## config.mk

```make
export PLATFORM = sky130hd
export DESIGN_NAME = bakraid_sdram_arb
export DESIGN_NICKNAME = d
export VERILOG_FILES = /design/src/rtl/bakraid_arb_pkg.sv /design/src/rtl/bakraid_rr_pick.sv /design/src/rtl/bakraid_sdram_arb.sv
export SDC_FILE = /design/constraint.sdc
export NUM_CORES = 1
export LEC_CHECK = 0
export CORE_ASPECT_RATIO = 1.25
export CORE_UTILIZATION = 31
export DETAILED_ROUTE_END_ITERATION = 8
export MAX_ROUTING_LAYER = met4
export PLACE_DENSITY_LB_ADDON = 0.05
export REMOVE_ABC_BUFFERS = 1
export SYNTH_ARGS = -nofsm -noshare
export SYNTH_HDL_FRONTEND = slang
export SYNTH_SLANG_ARGS = --single-unit
```

## constraint.sdc

```tcl
create_clock -name CLK -period 1.8 [get_ports CLK]
set_input_delay 0.45 -clock CLK [delete_from_list [all_inputs] [get_ports CLK]]
set_output_delay 0.45 -clock CLK [all_outputs]
set_load 0.02 [all_outputs]
```

## src/rtl/bakraid_arb_pkg.sv

```systemverilog
// Shared types for the Bakraid SDRAM arbiter slice.
// FSM encoding, bank count and default address width.
package bakraid_arb_pkg;

  localparam int NBANK      = 4;
  localparam int SDRAMW_DEF = 22;
  localparam int WAITW      = 7;

  typedef logic [1:0] bank_t;

  typedef enum logic [1:0] {
    ST_IDLE = 2'd0,
    ST_REQ  = 2'd1,
    ST_DATA = 2'd2
  } state_t;

  function automatic logic [NBANK-1:0] bank_oh(input bank_t b);
    return NBANK'(1) << b;
  endfunction

endpackage

```

## src/rtl/bakraid_rr_pick.sv

```systemverilog
// Round-robin priority encoder over the bank read requests.
// Search starts at i_ptr inclusive and wraps through all banks.
module bakraid_rr_pick
  import bakraid_arb_pkg::*;
(
  input  logic [NBANK-1:0] i_req,
  input  bank_t            i_ptr,
  output bank_t            o_idx,
  output logic             o_vld
);

  bank_t w_k;

  // Walk from the far end so the nearest requester wins last.
  always_comb begin
    o_idx = i_ptr;
    o_vld = 1'b0;
    w_k   = i_ptr;
    for (int i = NBANK - 1; i >= 0; i--) begin
      w_k = i_ptr + bank_t'(i);
      if (i_req[w_k]) begin
        o_idx = w_k;
        o_vld = 1'b1;
      end
    end
  end

endmodule

```

## src/rtl/bakraid_sdram_arb.sv

```systemverilog
// Four-bank read / loader write arbiter in front of one SDRAM port.
// Define BAKRAID_ARB_STARVE_EN to add per-bank starvation promotion.
module bakraid_sdram_arb
  import bakraid_arb_pkg::*;
#(
  parameter int SDRAMW     = SDRAMW_DEF,
  parameter int STARVE_MAX = 64
) (
  input  logic                    CLK,
  input  logic                    RESETn,
  input  logic                    DOWNLOADING,
  input  logic                    PROG_WE,
  input  logic [SDRAMW-1:0]       PROG_ADDR,
  input  logic [1:0]              PROG_BA,
  input  logic [15:0]             PROG_DATA,
  input  logic [1:0]              PROG_MASK,
  output logic                    PROG_RDY,
  input  logic [NBANK-1:0]        BA_RD,
  input  logic [NBANK*SDRAMW-1:0] BA_ADDR,
  output logic [NBANK-1:0]        BA_ACK,
  output logic [NBANK-1:0]        BA_DST,
  output logic [NBANK-1:0]        BA_RDY,
  output logic                    SD_REQ,
  output logic                    SD_WE,
  output logic [1:0]              SD_BA,
  output logic [SDRAMW-1:0]       SD_ADDR,
  output logic [15:0]             SD_DIN,
  output logic [1:0]              SD_DIN_M,
  input  logic                    SD_ACK,
  input  logic                    SD_DST,
  input  logic                    SD_RDY
);

  state_t            r_state;
  state_t            w_next;
  bank_t             r_ptr;
  bank_t             r_bank;
  logic              r_we;
  logic [SDRAMW-1:0] r_addr;
  logic [15:0]       r_din;
  logic [1:0]        r_mask;

  bank_t             w_rr_idx;
  logic              w_rr_vld;
  bank_t             w_sel;
  logic              w_sel_vld;
  logic              w_idle;
  logic              w_go_wr;
  logic              w_go_rd;
  logic [NBANK-1:0]  w_oh;

  assign w_idle  = (r_state == ST_IDLE);
  assign w_go_wr = w_idle && DOWNLOADING && PROG_WE;
  assign w_go_rd = w_idle && !DOWNLOADING && w_sel_vld;
  assign w_oh    = bank_oh(r_bank);

  bakraid_rr_pick u_rr (
    .i_req (BA_RD),
    .i_ptr (r_ptr),
    .o_idx (w_rr_idx),
    .o_vld (w_rr_vld)
  );

`ifdef BAKRAID_ARB_STARVE_EN
  localparam logic [WAITW-1:0] LP_SMAX =
    (STARVE_MAX > 127) ? 7'h7f : 7'(STARVE_MAX);

  logic [WAITW-1:0] r_wait [NBANK];
  logic [NBANK-1:0] w_hot;
  bank_t            w_hot_idx;
  logic             w_hot_vld;

  always_comb begin
    w_hot     = '0;
    w_hot_idx = '0;
    w_hot_vld = 1'b0;
    for (int i = NBANK - 1; i >= 0; i--) begin
      w_hot[i] = BA_RD[i] && (r_wait[i] >= LP_SMAX);
      if (w_hot[i]) begin
        w_hot_idx = bank_t'(i);
        w_hot_vld = 1'b1;
      end
    end
  end

  assign w_sel     = w_hot_vld ? w_hot_idx : w_rr_idx;
  assign w_sel_vld = w_rr_vld;

  always_ff @(posedge CLK or negedge RESETn) begin
    if (!RESETn) begin
      for (int i = 0; i < NBANK; i++)
        r_wait[i] <= '0;
    end else begin
      for (int i = 0; i < NBANK; i++) begin
        if (w_go_rd && (w_sel == bank_t'(i)))
          r_wait[i] <= '0;
        else if (BA_RD[i] && (r_wait[i] != 7'h7f))
          r_wait[i] <= r_wait[i] + 7'd1;
      end
    end
  end
`else
  logic w_unused_cfg;

  assign w_sel        = w_rr_idx;
  assign w_sel_vld    = w_rr_vld;
  assign w_unused_cfg = (STARVE_MAX != 0);
`endif

  always_ff @(posedge CLK or negedge RESETn) begin
    if (!RESETn)
      r_state <= ST_IDLE;
    else
      r_state <= w_next;
  end

  always_comb begin
    w_next = r_state;
    unique case (r_state)
      ST_IDLE: if (w_go_wr || w_go_rd) w_next = ST_REQ;
      ST_REQ:  if (SD_ACK) w_next = ST_DATA;
      ST_DATA: if (SD_RDY) w_next = ST_IDLE;
      default: w_next = ST_IDLE;
    endcase
  end

  // Handshakes route only to the owner; reads never touch PROG_RDY.
  always_comb begin
    SD_REQ   = 1'b0;
    SD_WE    = 1'b0;
    BA_ACK   = '0;
    BA_DST   = '0;
    BA_RDY   = '0;
    PROG_RDY = 1'b0;
    unique case (r_state)
      ST_REQ: begin
        SD_REQ = 1'b1;
        SD_WE  = r_we;
        if (!r_we && SD_ACK)
          BA_ACK = w_oh;
      end
      ST_DATA: begin
        SD_WE = r_we;
        if (r_we) begin
          PROG_RDY = SD_RDY;
        end else begin
          if (SD_DST) BA_DST = w_oh;
          if (SD_RDY) BA_RDY = w_oh;
        end
      end
      default: ;
    endcase
  end

  always_ff @(posedge CLK or negedge RESETn) begin
    if (!RESETn) begin
      r_ptr  <= '0;
      r_bank <= '0;
      r_we   <= 1'b0;
      r_addr <= '0;
      r_din  <= '0;
      r_mask <= '0;
    end else if (w_go_wr) begin
      r_bank <= PROG_BA;
      r_we   <= 1'b1;
      r_addr <= PROG_ADDR;
      r_din  <= PROG_DATA;
      r_mask <= PROG_MASK;
    end else if (w_go_rd) begin
      r_ptr  <= w_sel + bank_t'(1);
      r_bank <= w_sel;
      r_we   <= 1'b0;
      r_addr <= BA_ADDR[int'(w_sel)*SDRAMW +: SDRAMW];
      r_din  <= '0;
      r_mask <= '0;
    end
  end

  assign SD_BA    = r_bank;
  assign SD_ADDR  = r_addr;
  assign SD_DIN   = r_din;
  assign SD_DIN_M = r_mask;

endmodule

```

==> impl_metrics.env, run 1 <==
export IMPL_first_pass_grt_wire_length_um=15600
export IMPL_dp_hpwl_um=7100
export IMPL_netlist_area_leader_share_pct=43.5
export IMPL_place_ws_ns=-0.754
export IMPL_die_width_um=85.6
export IMPL_finalMaxSlewViolations=0
export IMPL_cts_max_path_buffers=2
export IMPL_drt_first_iter_violations=64
export IMPL_gp_congestion=0.847
export IMPL_synth_cell_area_mm2=0.00271
export IMPL_cellLeakagePower_nw=2.42
export IMPL_worstMarginPinSlew_ns=0.507
export IMPL_post_route_period_util_pct=106
export IMPL_placeableCoreArea_mm2=0.00833
export IMPL_required_time_of_the_critical_path_ns=1.35
export IMPL_yosys_area_top_type="sky130_fd_sc_hd__dfrtp_1"
export IMPL_design_die_area_mm2=0.00911
export IMPL_route_vias_total=2800
export IMPL_cts_tree="done"
export IMPL_main_combinational_cell_family_by_area_after_synthesis="compound AO/OA/AOI/OAI gates"
export IMPL_final_net_count=586
export IMPL_post_synth_xor_area_fraction_pct=0.324
export IMPL_postSynthRegisterBits=47
export IMPL_min_period_ns=1.91
export IMPL_die_height_um=106
export IMPL_synth_async_reset_ratio_pct=100
export IMPL_total_of_buffers_placed_on_input_and_output_ports=197
export IMPL_crit_type="reg2out"
export IMPL_antenna_cells=0
export IMPL_worst_slack_ns=-0.105
export IMPL_launching_point_of_the_worst_reg2reg_path="r_ptr[1]"
export IMPL_synth_simple_gate_area_share_pct=6.43
export IMPL_drv_max_cap_violation_count=0
export IMPL_run_status="finished, violations left"
export IMPL_clock_tree_htree_level_count=2
export IMPL_cts_root_buf="sky130_fd_sc_hd__clkbuf_8"
export IMPL_grt_busiest_layer="met2"
export IMPL_drt_antenna_violating_nets=0
export IMPL_global_route_usage_met3_pct=4.66
export IMPL_vdd_ir_drop_worst_uv=631
export IMPL_numCtsBuffers=5
export IMPL_first_global_vias=3116
export IMPL_synth_avg_cell_area_um2=12.8
export IMPL_initial_util_pct=32.5
export IMPL_routed_wirelength_um=9600
export IMPL_regToRegSetupSlack_ns=0.01
export IMPL_groute_usage_overall_pct=22.8
export IMPL_grt_setup_unrepaired="yes"
export IMPL_global_route_usage_met2_pct=40.7
export IMPL_failed_checks="setup timing"
export IMPL_drc_violations_left=0
export IMPL_max_slew_margin_pct=66.2
export IMPL_ys_flop_type="sky130_fd_sc_hd__dfrtp_1"
export IMPL_max_freq_mhz=525
export IMPL_cts_sinks=47
export IMPL_largest_net_degree_at_the_start_of_global_routing=29
export IMPL_drt_pre_antenna_iters=4
export IMPL_grt_overflow=0
export IMPL_yosys_area_share_adder_pct=1.85
export IMPL_synth_lib_cells_used_distinct=35
export IMPL_timing_critical_path_from_type="flip-flop"
export IMPL_report_final_setup_viol=14
export IMPL_synth_yosys_warnings=0
export IMPL_yosysSeqAreaShare_pct=43.5
export IMPL_clk_insertion_delay_late_ns=0.31
export IMPL_skew_ns=0.0106
export IMPL_fin_cells=539
export IMPL_powerDensity_mw_per_mm2=1450
export IMPL_synth_mux_area_share_pct=19.8
export IMPL_antenna_found_initial=0
export IMPL_syn_inst=211
export IMPL_area_growth_pct=101
export IMPL_critical_path_cell_chain="inv_2 -> ha_4 -> nor2b_4 -> nand2_2 -> nor3_2 -> buf_4"
export IMPL_routed_via_density=5.19
export IMPL_critical_path_reg2reg_endpoint="SD_ADDR[16]"
export IMPL_place_detailed_instances=518
export IMPL_synth_compound_area_share_pct=24.4
export IMPL_layout_drive_gt1_share_pct=28.3
export IMPL_count_of_flip_flops_with_a_built_in_enable_after_synthesis=0
export IMPL_crit_path_end_kind="output port"
export IMPL_drt_wirelength_per_cell_um=17.8
export IMPL_io_pins=198
export IMPL_ys_top_cells_by_area="sky130_fd_sc_hd__dfrtp_1 (43%), sky130_fd_sc_hd__mux4_2 (14%), sky130_fd_sc_hd__a22o_1 (13%), sky130_fd_sc_hd__a21o_1 (6.4%), sky130_fd_sc_hd__mux4_1 (4.9%)"
export IMPL_timing_hold_violations_final=0
export IMPL_ff2ff_path_depth=6
export IMPL_grtUsageMet1_pct=25.5
export IMPL_clk_pin_slew_worst_paths_ns=0.09
export IMPL_timing_critical_path_slowest_cell_delay_ns=0.41
export IMPL_critical_path_max_fanout=4
export IMPL_slowest_stage="sky130_fd_sc_hd__dfrtp_1"
export IMPL_placement_rows=37
export IMPL_worst_ep_arrival_time_ns=1.46
export IMPL_worst_hold_path_type="in2async"
==> flip-flops by register name, summed over array words and instances, names as in the netlist <==
name	cells
r_we	1
SD_DIN	16
r_state	2
SD_DIN_M	2
SD_ADDR	22
SD_BA	2
r_ptr	2
==> final cells by class <==
| cell class | count | area, µm² |
|---|---|---|
| tap | 97 | 121 |
| clock inverter | 3 | 25.0 |
| sequential | 47 | 1180 |
| clock buffer | 5 | 68.8 |
| timing repair buffer | 238 | 2440 |
| fill | 661 | 2900 |
| multi-input combinational | 144 | 1580 |
| inverter | 5 | 18.8 |
==> Yosys cell counts (2+ instances only) <==
| cell | n |
|---|---|
| sky130_fd_sc_hd__nand3b_1 | 2 |
| sky130_fd_sc_hd__o21ai_1 | 3 |
| sky130_fd_sc_hd__mux4_2 | 17 |
| sky130_fd_sc_hd__a21o_1 | 23 |
| sky130_fd_sc_hd__a22o_1 | 41 |
| sky130_fd_sc_hd__ha_1 | 4 |
| sky130_fd_sc_hd__nor2b_1 | 4 |
| sky130_fd_sc_hd__clkbuf_1 | 5 |
| sky130_fd_sc_hd__buf_2 | 8 |
| sky130_fd_sc_hd__buf_6 | 2 |
| sky130_fd_sc_hd__nor3_1 | 3 |
| sky130_fd_sc_hd__o21ai_0 | 3 |
| sky130_fd_sc_hd__inv_1 | 5 |
| sky130_fd_sc_hd__nor2_1 | 12 |
| sky130_fd_sc_hd__nand2b_1 | 3 |
| sky130_fd_sc_hd__a21oi_1 | 3 |
| sky130_fd_sc_hd__mux4_1 | 5 |
| sky130_fd_sc_hd__dfrtp_1 | 47 |
| sky130_fd_sc_hd__and3_1 | 2 |
| sky130_fd_sc_hd__nand2_1 | 4 |
==> worst max-delay path: cells and delay by family, from the launching register on <==
kind          cells  cell delay, ns
flops             1            0.41
simple gates      3            0.35
buf+inv           2            0.26
fa+ha+maj         1            0.14
==> layer usage <==
layer | share of wire, % | vias up | wire length [µm]
met5 | 0 | - | 0
met1 | 38 | 1341 | 3690
met3 | 7.0 | 15 | 670
li1 | - | 1298 | -
met2 | 53 | 146 | 5040
met4 | 2.0 | 0 | 194
==> logic make-up after synthesis <==
group,count (synthesis)
AOI/OAI and AO/OA,81
xor gates and xnor gates,1
adders and majority gates,4
buffers and inverters,20
DFF,47
muxes,24
and+or+nand+nor,34
==> worst max-delay path by stage <==
stage | from | end | slack [ns] | depth (start not counted)
floorplan | BA_RD[3] | r_ptr[0] | -1.09 | 4
finish | r_state[0] | BA_DST[0] | -0.11 | 6
global placement | BA_RD[2] | SD_ADDR[2] | -0.71 | 7
global route | r_state[0] | BA_DST[1] | -0.18 | 6
CTS | r_state[0] | SD_WE | -0.12 | 6
detailed placement | BA_RD[2] | SD_ADDR[2] | -0.75 | 7
==> through the flow <==
| stage | instance area (µm²) | util [%] | power [mW] | hold slack (ns) | TNS (ns) |
|---|---|---|---|---|---|
| after floorplan | 2620 | - | 4.30 | 0.154 | -33.00 |
| after global placement | 5030 | 60.3 | 6.53 | 0.460 | -33.48 |
| after detailed placement | 5030 | 60.3 | 6.59 | 0.460 | -34.80 |
| after CTS | 5420 | 65.1 | 7.97 | 0.120 | -1.67 |
| after global routing | 5430 | 65.2 | 8.38 | 0.137 | -3.08 |
| final | 5430 | 65.2 | 7.86 | 0.107 | -1.04 |
==> cells in the final DEF, fill, tap and decap left out, types with 2 or more instances in the layout <==
cell	n
sky130_fd_sc_hd__a21o_1	23
sky130_fd_sc_hd__a21oi_1	2
sky130_fd_sc_hd__a22o_1	41
sky130_fd_sc_hd__and3_4	2
sky130_fd_sc_hd__buf_12	6
sky130_fd_sc_hd__buf_16	3
sky130_fd_sc_hd__buf_2	6
sky130_fd_sc_hd__buf_4	26
sky130_fd_sc_hd__buf_6	17
sky130_fd_sc_hd__buf_8	3
sky130_fd_sc_hd__clkbuf_8	5
sky130_fd_sc_hd__clkdlybuf4s50_1	169
sky130_fd_sc_hd__clkinv_4	2
sky130_fd_sc_hd__dfrtp_1	44
sky130_fd_sc_hd__dfrtp_2	3
sky130_fd_sc_hd__dlygate4sd2_1	4
sky130_fd_sc_hd__dlymetal6s2s_1	4
sky130_fd_sc_hd__ha_4	3
sky130_fd_sc_hd__inv_1	2
sky130_fd_sc_hd__inv_2	3
sky130_fd_sc_hd__mux4_2	22
sky130_fd_sc_hd__nand2_1	2
sky130_fd_sc_hd__nand2_2	2
sky130_fd_sc_hd__nand2b_1	3
sky130_fd_sc_hd__nand3b_1	2
sky130_fd_sc_hd__nor2_1	8
sky130_fd_sc_hd__nor2_4	4
sky130_fd_sc_hd__nor2b_4	2
sky130_fd_sc_hd__nor3_2	3
sky130_fd_sc_hd__o21ai_0	3
sky130_fd_sc_hd__o21ai_1	2
==> what timing repair did <==
action                                  4_1_cts  5_1_grt
pin swaps                                    32        7
resized for setup                           153       23
endpoints found under the setup margin       64       43
cloned                                        5        0
hold buffers                                  0        0
buffers inserted                             11        2
==> where the power goes <==
| part | switching [mW] | total (mW) | leakage [nW] | internal [mW] |
|---|---|---|---|---|
| registers | 0.354 | 1.92 | 0.587 | 1.57 |
| clock network | 0.387 | 0.665 | 0.0443 | 0.278 |
| logic | 2.27 | 5.27 | 1.79 | 3.00 |
Note: power is estimated with default switching activity, not from simulation.
==> run 2: changes to the inputs <==
- SETUP_SLACK_MARGIN: default -> 0.1
==> run 2 against run 1 <==
Against the previous run:
- the run still ends with setup timing left
- combinational power is 3% higher
- flip-flop and latch count unchanged
- clock power up 0.6%
- design area is 2.5% higher
- total power is 1.8% higher
- critical path depth unchanged
- maximum frequency down 0.72%
- non-clock buffer count rose by 11
- via count increased by 2.9%
- critical endpoint unchanged
- utilization is 1.7 points higher
==> impl_metrics.env, run 2 (same netlist as run 1, synthesis figures left out) <==
export IMPL_worstMarginPinSlew_ns=0.517
export IMPL_antenna_cells=0
export IMPL_grt_overflow=0
export IMPL_clk_insertion_delay_late_ns=0.31
export IMPL_grt_setup_unrepaired="yes"
export IMPL_placeableCoreArea_mm2=0.00833
export IMPL_crit_path_end_kind="output port"
export IMPL_area_growth_pct=106
export IMPL_design_die_area_mm2=0.00911
export IMPL_run_status="finished, violations left"
export IMPL_finalMaxSlewViolations=0
export IMPL_place_ws_ns=-0.754
export IMPL_cts_tree="done"
export IMPL_groute_usage_overall_pct=23.1
export IMPL_antenna_found_initial=0
export IMPL_initial_util_pct=32.5
export IMPL_first_global_vias=3171
export IMPL_post_route_period_util_pct=107
export IMPL_largest_reg_flops=22
export IMPL_io_pins=198
export IMPL_gp_congestion=0.847
export IMPL_min_period_ns=1.92
export IMPL_final_setup_tns_ns=-1.61
export IMPL_total_of_buffers_placed_on_input_and_output_ports=197
export IMPL_timing_critical_path_slowest_cell_delay_ns=0.41
export IMPL_drt_wirelength_per_cell_um=18.2
export IMPL_worst_hold_path_type="in2async"
export IMPL_failed_checks="setup timing"
export IMPL_cellLeakagePower_nw=2.60
export IMPL_layout_drive_gt1_share_pct=31.6
export IMPL_largest_net_degree_at_the_start_of_global_routing=29
export IMPL_die_width_um=85.6
export IMPL_clk_pin_slew_worst_paths_ns=0.09
export IMPL_final_net_count=597
export IMPL_worst_hold_slack_ns=0.111
export IMPL_report_final_setup_viol=32
export IMPL_crit_type="reg2out"
export IMPL_drc_violations_left=0
export IMPL_skew_ns=0.00746
export IMPL_cts_max_path_buffers=2
export IMPL_most_common_layout_cells="sky130_fd_sc_hd__clkdlybuf4s50_1 (132), sky130_fd_sc_hd__dfrtp_1 (44), sky130_fd_sc_hd__dlygate4sd2_1 (42)"
export IMPL_critical_path_max_fanout=4
export IMPL_cts_root_buf="sky130_fd_sc_hd__clkbuf_8"
export IMPL_max_freq_mhz=521
export IMPL_drt_first_iter_violations=50
export IMPL_vdd_ir_drop_worst_uv=565
export IMPL_slowest_stage="sky130_fd_sc_hd__dfrtp_1"
export IMPL_critical_path_cell_chain="inv_2 -> ha_4 -> nor2b_4 -> nand2_2 -> nor3_2 -> buf_4"
export IMPL_ff2ff_path_depth=7
export IMPL_route_vias_total=2880
export IMPL_worst_slack_ns=-0.119
export IMPL_numCtsBuffers=5
export IMPL_drt_pre_antenna_iters=4
export IMPL_clock_tree_htree_level_count=2
export IMPL_routed_via_density=5.24
export IMPL_cts_sinks=47
export IMPL_routed_wirelength_um=9990
export IMPL_required_time_of_the_critical_path_ns=1.35
export IMPL_worst_ep_arrival_time_ns=1.47
export IMPL_max_slew_margin_pct=65.5
export IMPL_die_height_um=106
export IMPL_first_pass_grt_wire_length_um=15800
export IMPL_layout_cells_most_common="sky130_fd_sc_hd__clkdlybuf4s50_1"
export IMPL_timing_critical_path_from_type="flip-flop"
export IMPL_drv_max_cap_violation_count=0
export IMPL_powerDensity_mw_per_mm2=1440
export IMPL_timing_hold_violations_final=0
export IMPL_placement_rows=37
export IMPL_dp_hpwl_um=7100
export IMPL_drt_antenna_violating_nets=0
-- run 2: changes by cell type in the layout (fill, tap and decap cells not counted), sizes merged --
cell | previous run | this run
dlymetal6s2s | 4 | 1
buf | 61 | 70
clkdlybuf4s50 | 169 | 132
dlygate4sd2 | 4 | 42
bufbuf | 0 | 1
clkdlybuf4s15 | 0 | 3
-- run 2: repair_timing --
item | CTS | global route
cloned | 6 | 0
resized for setup | 197 | 19
pin swaps | 36 | 13
setup endpoints to repair | 104 | 52
hold buffers | 0 | 0
buffers inserted | 12 | 10
-- run 2: worst paths after layout --
| kind | to | from | slack [ns] |
|---|---|---|---|
| setup reg to reg | SD_ADDR[16] | r_ptr[0] | -0.04 |
| min in group CLK | SD_DIN[13] | SD_DIN[13] | 0.50 |
| setup / recovery | BA_DST[0] | r_state[0] | -0.12 |
| hold reg to reg | SD_DIN[13] | SD_DIN[13] | 0.50 |
| max in group asynchronous | SD_BA[1] | RESETn | 1.16 |
| hold / removal | r_state[1] | RESETn | 0.11 |
-- run 2: per-stage QoR --
stage          instance area (µm²)  util (%)  instances  total power, mW
2_1_floorplan                 2620         -        196             4.30
3_3_place_gp                  5030      60.3        518             6.53
3_5_place_dp                  5030      60.3        518             6.59
4_1_cts                       5440      65.3        542             7.81
5_1_grt                       5570      66.9        550             8.51
6_report                      5570      66.9        550             8.00
-- run 2: critical path, delay by kind of cell, from the launching register on --
family	cells	cell delay, ns
buf+inv	2	0.26
flops	1	0.41
fa+ha+maj	1	0.14
simple gates	3	0.36
-- run 2: cell type report --
type,count,area (µm²)
fill,648,2760
timing repair buffer,249,2540
multi-input combinational,144,1620
sequential,47,1180
tap,97,121
clock buffer,5,68.8
clock inverter,3,25.0
inverter,5,18.8
-- run 2: where the power goes --
part | switching, mW | total [mW] | internal (mW)
sequential | 0.335 | 1.90 | 1.57
clock | 0.391 | 0.669 | 0.278
combinational | 2.39 | 5.43 | 3.03
-- run 2: routing by layer --
| metal | routed length [µm] | vias to the layer above | global-route usage [%] | part of all wire, % |
|---|---|---|---|---|
| met1 | 3750 | 1389 | 25.6 | 37 |
| met4 | 233 | 0 | 7.02 | 2.3 |
| met5 | 0 | - | - | 0 |
| li1 | - | 1321 | - | - |
| met2 | 5350 | 153 | 41.9 | 53 |
| met3 | 667 | 17 | 4.27 | 6.7 |
